`src/rtl/stopwatch_pkg.sv`:
```
// stopwatch_pkg: shared types, digit radices and the seven-segment encoder
// used by the stopwatch/countdown timer.
package stopwatch_pkg;

  typedef enum logic [1:0] {IDLE, RUN, STOP, DONE} state_t;
  typedef enum logic [1:0] {UP, DOWN, LAP, RELOAD} mode_t;

  localparam int MAX_DIGITS = 8;

  // Radix of each display digit, least significant first:
  // centiseconds (10,10), seconds (10,6), minutes (10,6), hours (10,10).
  localparam int RADIX [MAX_DIGITS] = '{10, 10, 10, 6, 10, 6, 10, 10};

  // Active-high segment pattern {g,f,e,d,c,b,a}; non-BCD codes blank the digit.
  function automatic logic [6:0] seg7(input logic [3:0] bcd);
    case (bcd)
      4'd0:    seg7 = 7'b0111111;
      4'd1:    seg7 = 7'b0000110;
      4'd2:    seg7 = 7'b1011011;
      4'd3:    seg7 = 7'b1001111;
      4'd4:    seg7 = 7'b1100110;
      4'd5:    seg7 = 7'b1101101;
      4'd6:    seg7 = 7'b1111101;
      4'd7:    seg7 = 7'b0000111;
      4'd8:    seg7 = 7'b1111111;
      4'd9:    seg7 = 7'b1101111;
      default: seg7 = 7'b0000000;
    endcase
  endfunction

endpackage

```
`src/rtl/stopwatch_timer_btn_conditioner.sv`:
```
// btn_conditioner: turns a raw board key into a single-cycle press pulse.
// Build option STOPWATCH_DEBOUNCE_EN: when defined, the synchronised key must
// hold its new level for DEBOUNCE_MS*CLK_HZ/1000 cycles before a press is
// accepted; when undefined, the pulse follows the raw edge by three cycles.
module btn_conditioner #(
  parameter int CLK_HZ      = 50_000_000,
  parameter int DEBOUNCE_MS = 10,
  parameter bit ACTIVE_LOW  = 1'b1
) (
  input  logic i_clk,
  input  logic i_reset,
  input  logic i_raw,
  output logic o_press
);

  logic w_pressedRaw;
  logic r_sync1;
  logic r_sync2;
  logic r_press;

  assign w_pressedRaw = ACTIVE_LOW ? ~i_raw : i_raw;

  // Two-flop synchroniser; the key is normalised so that 1 always means pressed.
  always_ff @(posedge i_clk) begin
    if (i_reset) begin
      r_sync1 <= 1'b0;
      r_sync2 <= 1'b0;
    end else begin
      r_sync1 <= w_pressedRaw;
      r_sync2 <= r_sync1;
    end
  end

`ifdef STOPWATCH_DEBOUNCE_EN
  localparam longint DB_RAW    = longint'(DEBOUNCE_MS) * longint'(CLK_HZ) / 1000;
  localparam int     DB_CYCLES = (DB_RAW < 1) ? 1 : int'(DB_RAW);
  localparam int     CW        = $clog2(DB_CYCLES + 1);

  logic          r_stable;
  logic [CW-1:0] r_dbCount;

  // Accept a new level only after it has persisted for the full debounce window.
  always_ff @(posedge i_clk) begin
    if (i_reset) begin
      r_stable  <= 1'b0;
      r_dbCount <= '0;
      r_press   <= 1'b0;
    end else begin
      r_press <= 1'b0;
      if (r_sync2 == r_stable) begin
        r_dbCount <= '0;
      end else if (r_dbCount == CW'(DB_CYCLES - 1)) begin
        r_stable  <= r_sync2;
        r_dbCount <= '0;
        r_press   <= r_sync2;
      end else begin
        r_dbCount <= r_dbCount + CW'(1);
      end
    end
  end
`else
  logic r_prev;

  // Rising-edge detect on the synchronised key, registered into a one-cycle pulse.
  always_ff @(posedge i_clk) begin
    if (i_reset) begin
      r_prev  <= 1'b0;
      r_press <= 1'b0;
    end else begin
      r_prev  <= r_sync2;
      r_press <= r_sync2 & ~r_prev;
    end
  end
`endif

  assign o_press = r_press;

endmodule

```
`src/rtl/stopwatch_timer.sv`:
```
// stopwatch_timer: BCD stopwatch / countdown timer driving NUM_DIGITS
// seven-segment displays. Modes: count-up, count-down, lap and auto-reload
// countdown. Key debouncing is selected by STOPWATCH_DEBOUNCE_EN (see
// btn_conditioner).
module stopwatch_timer
  import stopwatch_pkg::*;
#(
  parameter int CLK_HZ         = 50_000_000,
  parameter int TICK_HZ        = 100,
  parameter int NUM_DIGITS     = 6,
  parameter bit SEG_ACTIVE_LOW = 1'b1,
  parameter bit BTN_ACTIVE_LOW = 1'b1,
  parameter int DEBOUNCE_MS    = 10
) (
  input  logic                       i_clk,
  input  logic                       i_reset,
  input  logic [1:0]                 i_mode,
  input  logic                       i_pause,
  input  logic                       i_play_btn,
  input  logic                       i_clear_btn,
  input  logic [4*NUM_DIGITS-1:0]    i_preset,
  output logic [NUM_DIGITS-1:0][6:0] o_disp,
  output logic                       o_running,
  output logic                       o_done
);

  localparam int TICK_DIV = CLK_HZ / TICK_HZ;
  localparam int PW       = $clog2(TICK_DIV);

  logic                       w_playPress;
  logic                       w_clearPress;
  logic [1:0]                 r_modeSync1;
  logic [1:0]                 r_modeSync2;
  logic [1:0]                 r_modePrev;
  logic                       r_pauseSync1;
  logic                       r_pauseSync2;
  mode_t                      w_mode;
  logic                       w_modeChange;
  state_t                     r_state;
  logic [NUM_DIGITS-1:0][3:0] r_count;
  logic [NUM_DIGITS-1:0][3:0] r_lapCount;
  logic                       r_lapOn;
  logic [PW-1:0]              r_presc;
  logic                       r_done;
  logic [NUM_DIGITS-1:0][6:0] r_disp;
  logic [NUM_DIGITS-1:0][3:0] w_preset;
  logic [NUM_DIGITS-1:0][3:0] w_countUp;
  logic [NUM_DIGITS-1:0][3:0] w_countDown;
  logic                       w_upWrap;
  logic                       w_downBorrow;
  logic                       w_countZero;
  logic                       w_downZero;
  logic                       w_presetMode;
  logic                       w_tick;

  function automatic logic [6:0] segOut(input logic [3:0] bcd);
    segOut = SEG_ACTIVE_LOW ? ~seg7(bcd) : seg7(bcd);
  endfunction

  btn_conditioner #(
    .CLK_HZ     (CLK_HZ),
    .DEBOUNCE_MS(DEBOUNCE_MS),
    .ACTIVE_LOW (BTN_ACTIVE_LOW)
  ) u_playBtn (
    .i_clk  (i_clk),
    .i_reset(i_reset),
    .i_raw  (i_play_btn),
    .o_press(w_playPress)
  );

  btn_conditioner #(
    .CLK_HZ     (CLK_HZ),
    .DEBOUNCE_MS(DEBOUNCE_MS),
    .ACTIVE_LOW (BTN_ACTIVE_LOW)
  ) u_clearBtn (
    .i_clk  (i_clk),
    .i_reset(i_reset),
    .i_raw  (i_clear_btn),
    .o_press(w_clearPress)
  );

  // Synchronise the switch levels and remember the previous mode to spot changes.
  always_ff @(posedge i_clk) begin
    if (i_reset) begin
      r_modeSync1  <= 2'b00;
      r_modeSync2  <= 2'b00;
      r_modePrev   <= 2'b00;
      r_pauseSync1 <= 1'b0;
      r_pauseSync2 <= 1'b0;
    end else begin
      r_modeSync1  <= i_mode;
      r_modeSync2  <= r_modeSync1;
      r_modePrev   <= r_modeSync2;
      r_pauseSync1 <= i_pause;
      r_pauseSync2 <= r_pauseSync1;
    end
  end

  assign w_mode       = mode_t'(r_modeSync2);
  assign w_modeChange = (r_modeSync2 != r_modePrev);
  assign w_presetMode = (w_mode == DOWN) || (w_mode == RELOAD);
  assign w_tick       = (r_state == RUN) && !r_pauseSync2 && (r_presc == PW'(TICK_DIV - 1));

  // Clamp each preset digit to the largest value its position can hold.
  always_comb begin
    w_preset = '0;
    for (int i = 0; i < NUM_DIGITS; i++) begin
      if (i_preset[4*i +: 4] > 4'(RADIX[i] - 1)) w_preset[i] = 4'(RADIX[i] - 1);
      else                                       w_preset[i] = i_preset[4*i +: 4];
    end
  end

  // Full ripple of carry (up) and borrow (down) across all digits in one cycle.
  always_comb begin
    w_countUp    = r_count;
    w_countDown  = r_count;
    w_upWrap     = 1'b1;
    w_downBorrow = 1'b1;
    for (int i = 0; i < NUM_DIGITS; i++) begin
      if (w_upWrap) begin
        if (r_count[i] == 4'(RADIX[i] - 1)) begin
          w_countUp[i] = 4'd0;
        end else begin
          w_countUp[i] = r_count[i] + 4'd1;
          w_upWrap     = 1'b0;
        end
      end
      if (w_downBorrow) begin
        if (r_count[i] == 4'd0) begin
          w_countDown[i] = 4'(RADIX[i] - 1);
        end else begin
          w_countDown[i] = r_count[i] - 4'd1;
          w_downBorrow   = 1'b0;
        end
      end
    end
  end

  assign w_countZero = (r_count == '0);
  assign w_downZero  = (w_countDown == '0);

  // Main control: state, count, prescaler, lap latch and the done flag.
  always_ff @(posedge i_clk) begin
    if (i_reset) begin
      r_state    <= IDLE;
      r_count    <= '0;
      r_lapCount <= '0;
      r_lapOn    <= 1'b0;
      r_presc    <= '0;
      r_done     <= 1'b0;
    end else if (w_clearPress || w_modeChange) begin
      r_state <= IDLE;
      r_lapOn <= 1'b0;
      r_presc <= '0;
      r_done  <= 1'b0;
      r_count <= w_presetMode ? w_preset : '0;
    end else begin
      r_done <= 1'b0;
      case (r_state)
        IDLE: begin
          r_count <= w_presetMode ? w_preset : '0;
          r_lapOn <= 1'b0;
          if (w_playPress) begin
            r_state <= RUN;
            r_presc <= '0;
          end
        end
        RUN: begin
          if (w_playPress && (w_mode != LAP)) begin
            r_state <= STOP;
          end else begin
            if (w_playPress) begin
              r_lapOn <= !r_lapOn;
              if (!r_lapOn) r_lapCount <= r_count;
            end
            if (!r_pauseSync2) begin
              if (w_tick) begin
                r_presc <= '0;
                case (w_mode)
                  UP, LAP: begin
                    r_count <= w_countUp;
                    r_done  <= w_upWrap;
                  end
                  DOWN: begin
                    if (w_countZero || w_downZero) begin
                      r_count <= '0;
                      r_state <= DONE;
                      r_done  <= 1'b1;
                    end else begin
                      r_count <= w_countDown;
                    end
                  end
                  RELOAD: begin
                    if (w_countZero) begin
                      r_count <= w_preset;
                      r_done  <= 1'b1;
                    end else begin
                      r_count <= w_countDown;
                    end
                  end
                endcase
              end else begin
                r_presc <= r_presc + PW'(1);
              end
            end
          end
        end
        STOP: begin
          if (w_playPress) begin
            r_state <= RUN;
            r_presc <= '0;
          end
        end
        DONE: begin
          r_done <= 1'b1;
        end
      endcase
    end
  end

  // Registered segment drive: the frozen lap value while the latch is on, else the live count.
  always_ff @(posedge i_clk) begin
    if (i_reset) begin
      for (int i = 0; i < NUM_DIGITS; i++) r_disp[i] <= segOut(4'd0);
    end else begin
      for (int i = 0; i < NUM_DIGITS; i++) r_disp[i] <= segOut(r_lapOn ? r_lapCount[i] : r_count[i]);
    end
  end

  assign o_disp    = r_disp;
  assign o_running = (r_state == RUN) && !r_pauseSync2;
  assign o_done    = r_done;

endmodule

```
`config.mk`:
```
export PLATFORM = sky130hd
export DESIGN_NAME = stopwatch_timer
export DESIGN_NICKNAME = d
export VERILOG_FILES = /design/src/rtl/stopwatch_pkg.sv /design/src/rtl/stopwatch_timer_btn_conditioner.sv /design/src/rtl/stopwatch_timer.sv
export SDC_FILE = /design/constraint.sdc
export NUM_CORES = 1
export LEC_CHECK = 0
export ABC_AREA = 1
export ABC_CLOCK_PERIOD_IN_PS = 5200
export CAP_MARGIN = 20
export CORE_MARGIN = 5
export CORE_UTILIZATION = 50
export DETAILED_ROUTE_END_ITERATION = 10
export GPL_TIMING_DRIVEN = 0
export PLACE_DENSITY_LB_ADDON = 0.12
export SLEW_MARGIN = 20
export SYNTH_ARGS = -nofsm -noshare
export SYNTH_HDL_FRONTEND = slang
export SYNTH_HIERARCHICAL = 1
export SYNTH_SLANG_ARGS = --single-unit
```
`constraint.sdc`:
```
create_clock -name i_clk -period 5.2 [get_ports i_clk]
set_input_delay 1.3 -clock i_clk [delete_from_list [all_inputs] [get_ports i_clk]]
set_output_delay 1.3 -clock i_clk [all_outputs]
set_load 0.005 [all_outputs]
```
==> impl_results.md <==
* RSZ-0062 raised after global routing: no
* Avg Cell Area, Syn at 6.67 um2
* Syn Inst Count at ~1200
* Worst setup SP type: register
* Leakage at 3.94 nW
* Setup TNS at 0 ps
* GRT overflow at 0
* Num CTS Buffers at 17
* DR WL/cell at 15.2 um
* EDFF count, synth at 0
* Synth warnings at 6
* Crit path max fanout at 10
* Synth-to-Final Area Change at 20.4%
* Count of final setup violators at 0
* Wire length on met2 at 9.78 mm
* Cells after DPL at 1427
* Synth area leader: dfxtp_1
* Die Wd at about 130 um
* Final Net Count at 1325
* 1st-iter DRT viols at 737
* Largest stage delay, worst path at 430 ps
* Top_reg_cell synth: dfxtp_1
* Post-Route Skew at 10.4 ps
* Crit path max-delay cell type: dfxtp_1
* Max-cap viol count at 0
* Resized Gates After CTS at 0
* CTS Hold Buffers Added at 0
* Site row count at 45
* Critical Path End Type: register
* IO Count at 75
* Post-synth cell types at 47
* Peak VDD IR at 235 uV
* Slew margin rel. at 46.1%
* Synthesized Nets at roughly 1200
* Setup bufs post-CTS at 0
* Final GP Congestion at between 0.9 and 1
* Top cells by area, synth: dfxtp_1 (33%), nand2_1 (12%), a21oi_1 (7.7%)
* Critical setup path kind: reg -> reg
* Footprint of the multi-input gates at 0.00436 mm2
* ANT nets after route at 0
* Max Slew Vio Count at 0
* FMAX at 332 MHz
* Final HPWL DP at approximately 16 mm
* Cell Chain, Critical Path: inv_1 > ha_1 > nand2_2 > nor2_4 > buf_4 > nand3_2 > nor2_4 > inv_2 > nor3_1 > nor2_1 > o21ai_0 > o21ai_0 > a21oi_1
* Final min period at 3020 ps
* Final period util at 58.0%
* Syn Std Cell Area at 0.00778 mm2
* Seq/Total Area, Yosys at 33.2%
* HP Class: reg -> reg
* First-pass GRT wire length at 35.7 mm
* Synth cell count leaders: nand2_1 (243), inv_1 (154), dfxtp_1 (129)
* Pin count of the biggest net entering global routing at 17
* Async S/R FF share, synth at 0%
* Power Dens Cells at 297 mW/mm2
* Share of layout cells above drive strength 1 at 7.40%
* Drt pass-1 iters at 6
* Clk Latency, worst-skew pair at roughly 420 ps
* Number of buffers added on ports at 74
* Final cell count without fillers at 1459
* Vias in the first global route at 7215
* Die ar. at 0.0181 mm2
* Final hold violations at 0
* Worst Max-Slew Pin Slew at approximately 800 ps
* Status: complete, no violations
* Drt total wl at 22.2 mm
* Via/cell ratio at 5.39
* #FFs+latches synth at 129
* CP arrival at roughly 3400 ps
* Synth top area share at 33.2%
* Most frequent cell after synthesis: nand2_1
* # H-tree levels at 4
* Fillers at approximately 1500
* Highest metal used: met4
* Diodes inserted at 0
* GRT Util Overall at 24.6%
* CTS tree: yes
* Root buf cell: clkbuf_16
* DR vias at 7868
* Sink Count at about 130
* CP Data Required Time at ~5600 ps
* FF/Latch Area at 0.00258 mm2
* Clock Path Buffers at 2
* Clock-pin slew on the worst setup and hold paths at ~60 ps
* Initial antenna violation count at 0
* Drt drc at 0
* Wire length on met3 at about 1.8 mm
* Core ar. at between 0.015 and 0.02 mm2
* Metal-1 WL at 10.1 mm
* Die Span Y at ~130 um
* Initial core utilization at 51.2%
[power by group]
group | switching (mW) | internal (mW) | total (mW) | leakage, nW
registers | 0.0220 | 1.02 | 1.04 | 1.05
logic | 0.310 | 0.180 | 0.490 | 2.60
clock network | 0.450 | 0.791 | 1.24 | 0.297
total | 0.782 | 1.99 | 2.78 | 3.94
[layout make-up]
class	count	area share [%]
repair buffers	74	7.91
plain buffers	43	2.27
clock inverters	9	1.39
flip-flops and latches	129	27.6
clock buffers	23	5.11
inverters	166	6.66
multi-input cells	827	46.6
well taps	188	2.51
[layout by cell type, fill, tap and decap left out, types with 3 or more instances in the layout]
cell type        count
nor2_4               6
clkbuf_16           17
or2_2                8
inv_1              154
clkbuf_8             3
nand2_1            243
clkinv_2             3
inv_2               12
o21bai_1             6
nand4_1             18
nor4_1               3
nand3_1             59
clkbuf_1            36
bufinv_16            3
dfxtp_1            129
ha_1                36
buf_6                6
nor2_2               7
a221oi_1             4
xnor2_1              3
o21ai_0            107
nand2_2             12
nor3b_1              3
o211ai_1            10
o21ai_1             10
clkdlybuf4s50_1     74
a211oi_1            12
nor2_1             102
nor3_1              23
xor2_1              10
a21oi_1            119
o21a_1               3
[cells by family (layout without fill, tap and decap cells)]
logic type | count (synthesis) | after routing | share of synthesized area, %
buffers and inverters | 209 | 315 | 10.7
AO/OA/AOI/OAI | 282 | 282 | 19.8
adder cells (fa/ha/maj) | 36 | 36 | 5.79
flip-flops | 129 | 129 | 33.2
XOR/XNOR | 14 | 14 | 1.82
AND/OR/NAND/NOR | 495 | 495 | 28.6
[critical path: cells and delay by family (launching register included)]
family	cells	cell delay, ps
and+or+nand+nor	6	1190
buffers and inverters	3	650
DFF	1	430
AOI/OAI and AO/OA	3	390
adders and majority gates	1	260
[registers in the layout (all words and copies together), names as in the netlist, 2 cells and up]
register and flops:
o_disp 42, r_count 24, r_lapCount 24, r_presc 19, r_modePrev 2, r_modeSync1 2, r_modeSync2 2, r_state 2
[worst paths after layout]
kind / start / to / slack [ps] / cells past startpoint
worst max-delay path: r_count[0]$_SDFFE_PP0P_ / r_count[5]$_SDFFE_PP0P_ / 2180 / 13
worst min-delay path: u_clearBtn/r_prev$_SDFF_PP0_ / u_clearBtn/o_press$_SDFF_PP0_ / 390 / 1
worst max register to register: r_count[0]$_SDFFE_PP0P_ / r_count[5]$_SDFFE_PP0P_ / 2180 / 13
worst min register to register: u_clearBtn/r_prev$_SDFF_PP0_ / u_clearBtn/o_press$_SDFF_PP0_ / 390 / 1
[through the flow]
stage | util, % | setup slack (ps) | power, mW | hold slack [ps] | cell area, um2
floorplan | - | 2990 | 1.39 | 382 | 7780
global placement | 57.6 | 1750 | 1.54 | 385 | 8750
detailed placement | 57.6 | 1800 | 1.55 | 387 | 8750
CTS | 61.6 | 2220 | 2.78 | 398 | 9360
global route | 61.6 | 2020 | 2.90 | 412 | 9360
finish | 61.6 | 2180 | 2.78 | 393 | 9360
[per-layer routing]
| metal | GRT usage (%) | vias to the layer above |
|---|---|---|
| li1 | - | 3998 |
| met1 | 33.9 | 3500 |
| met2 | 38.4 | 318 |
| met3 | 4.77 | 52 |
| met4 | 8.88 | 0 |
| met5 | 0 | - |
No activity file was read; power rests on OpenSTA's default activity.
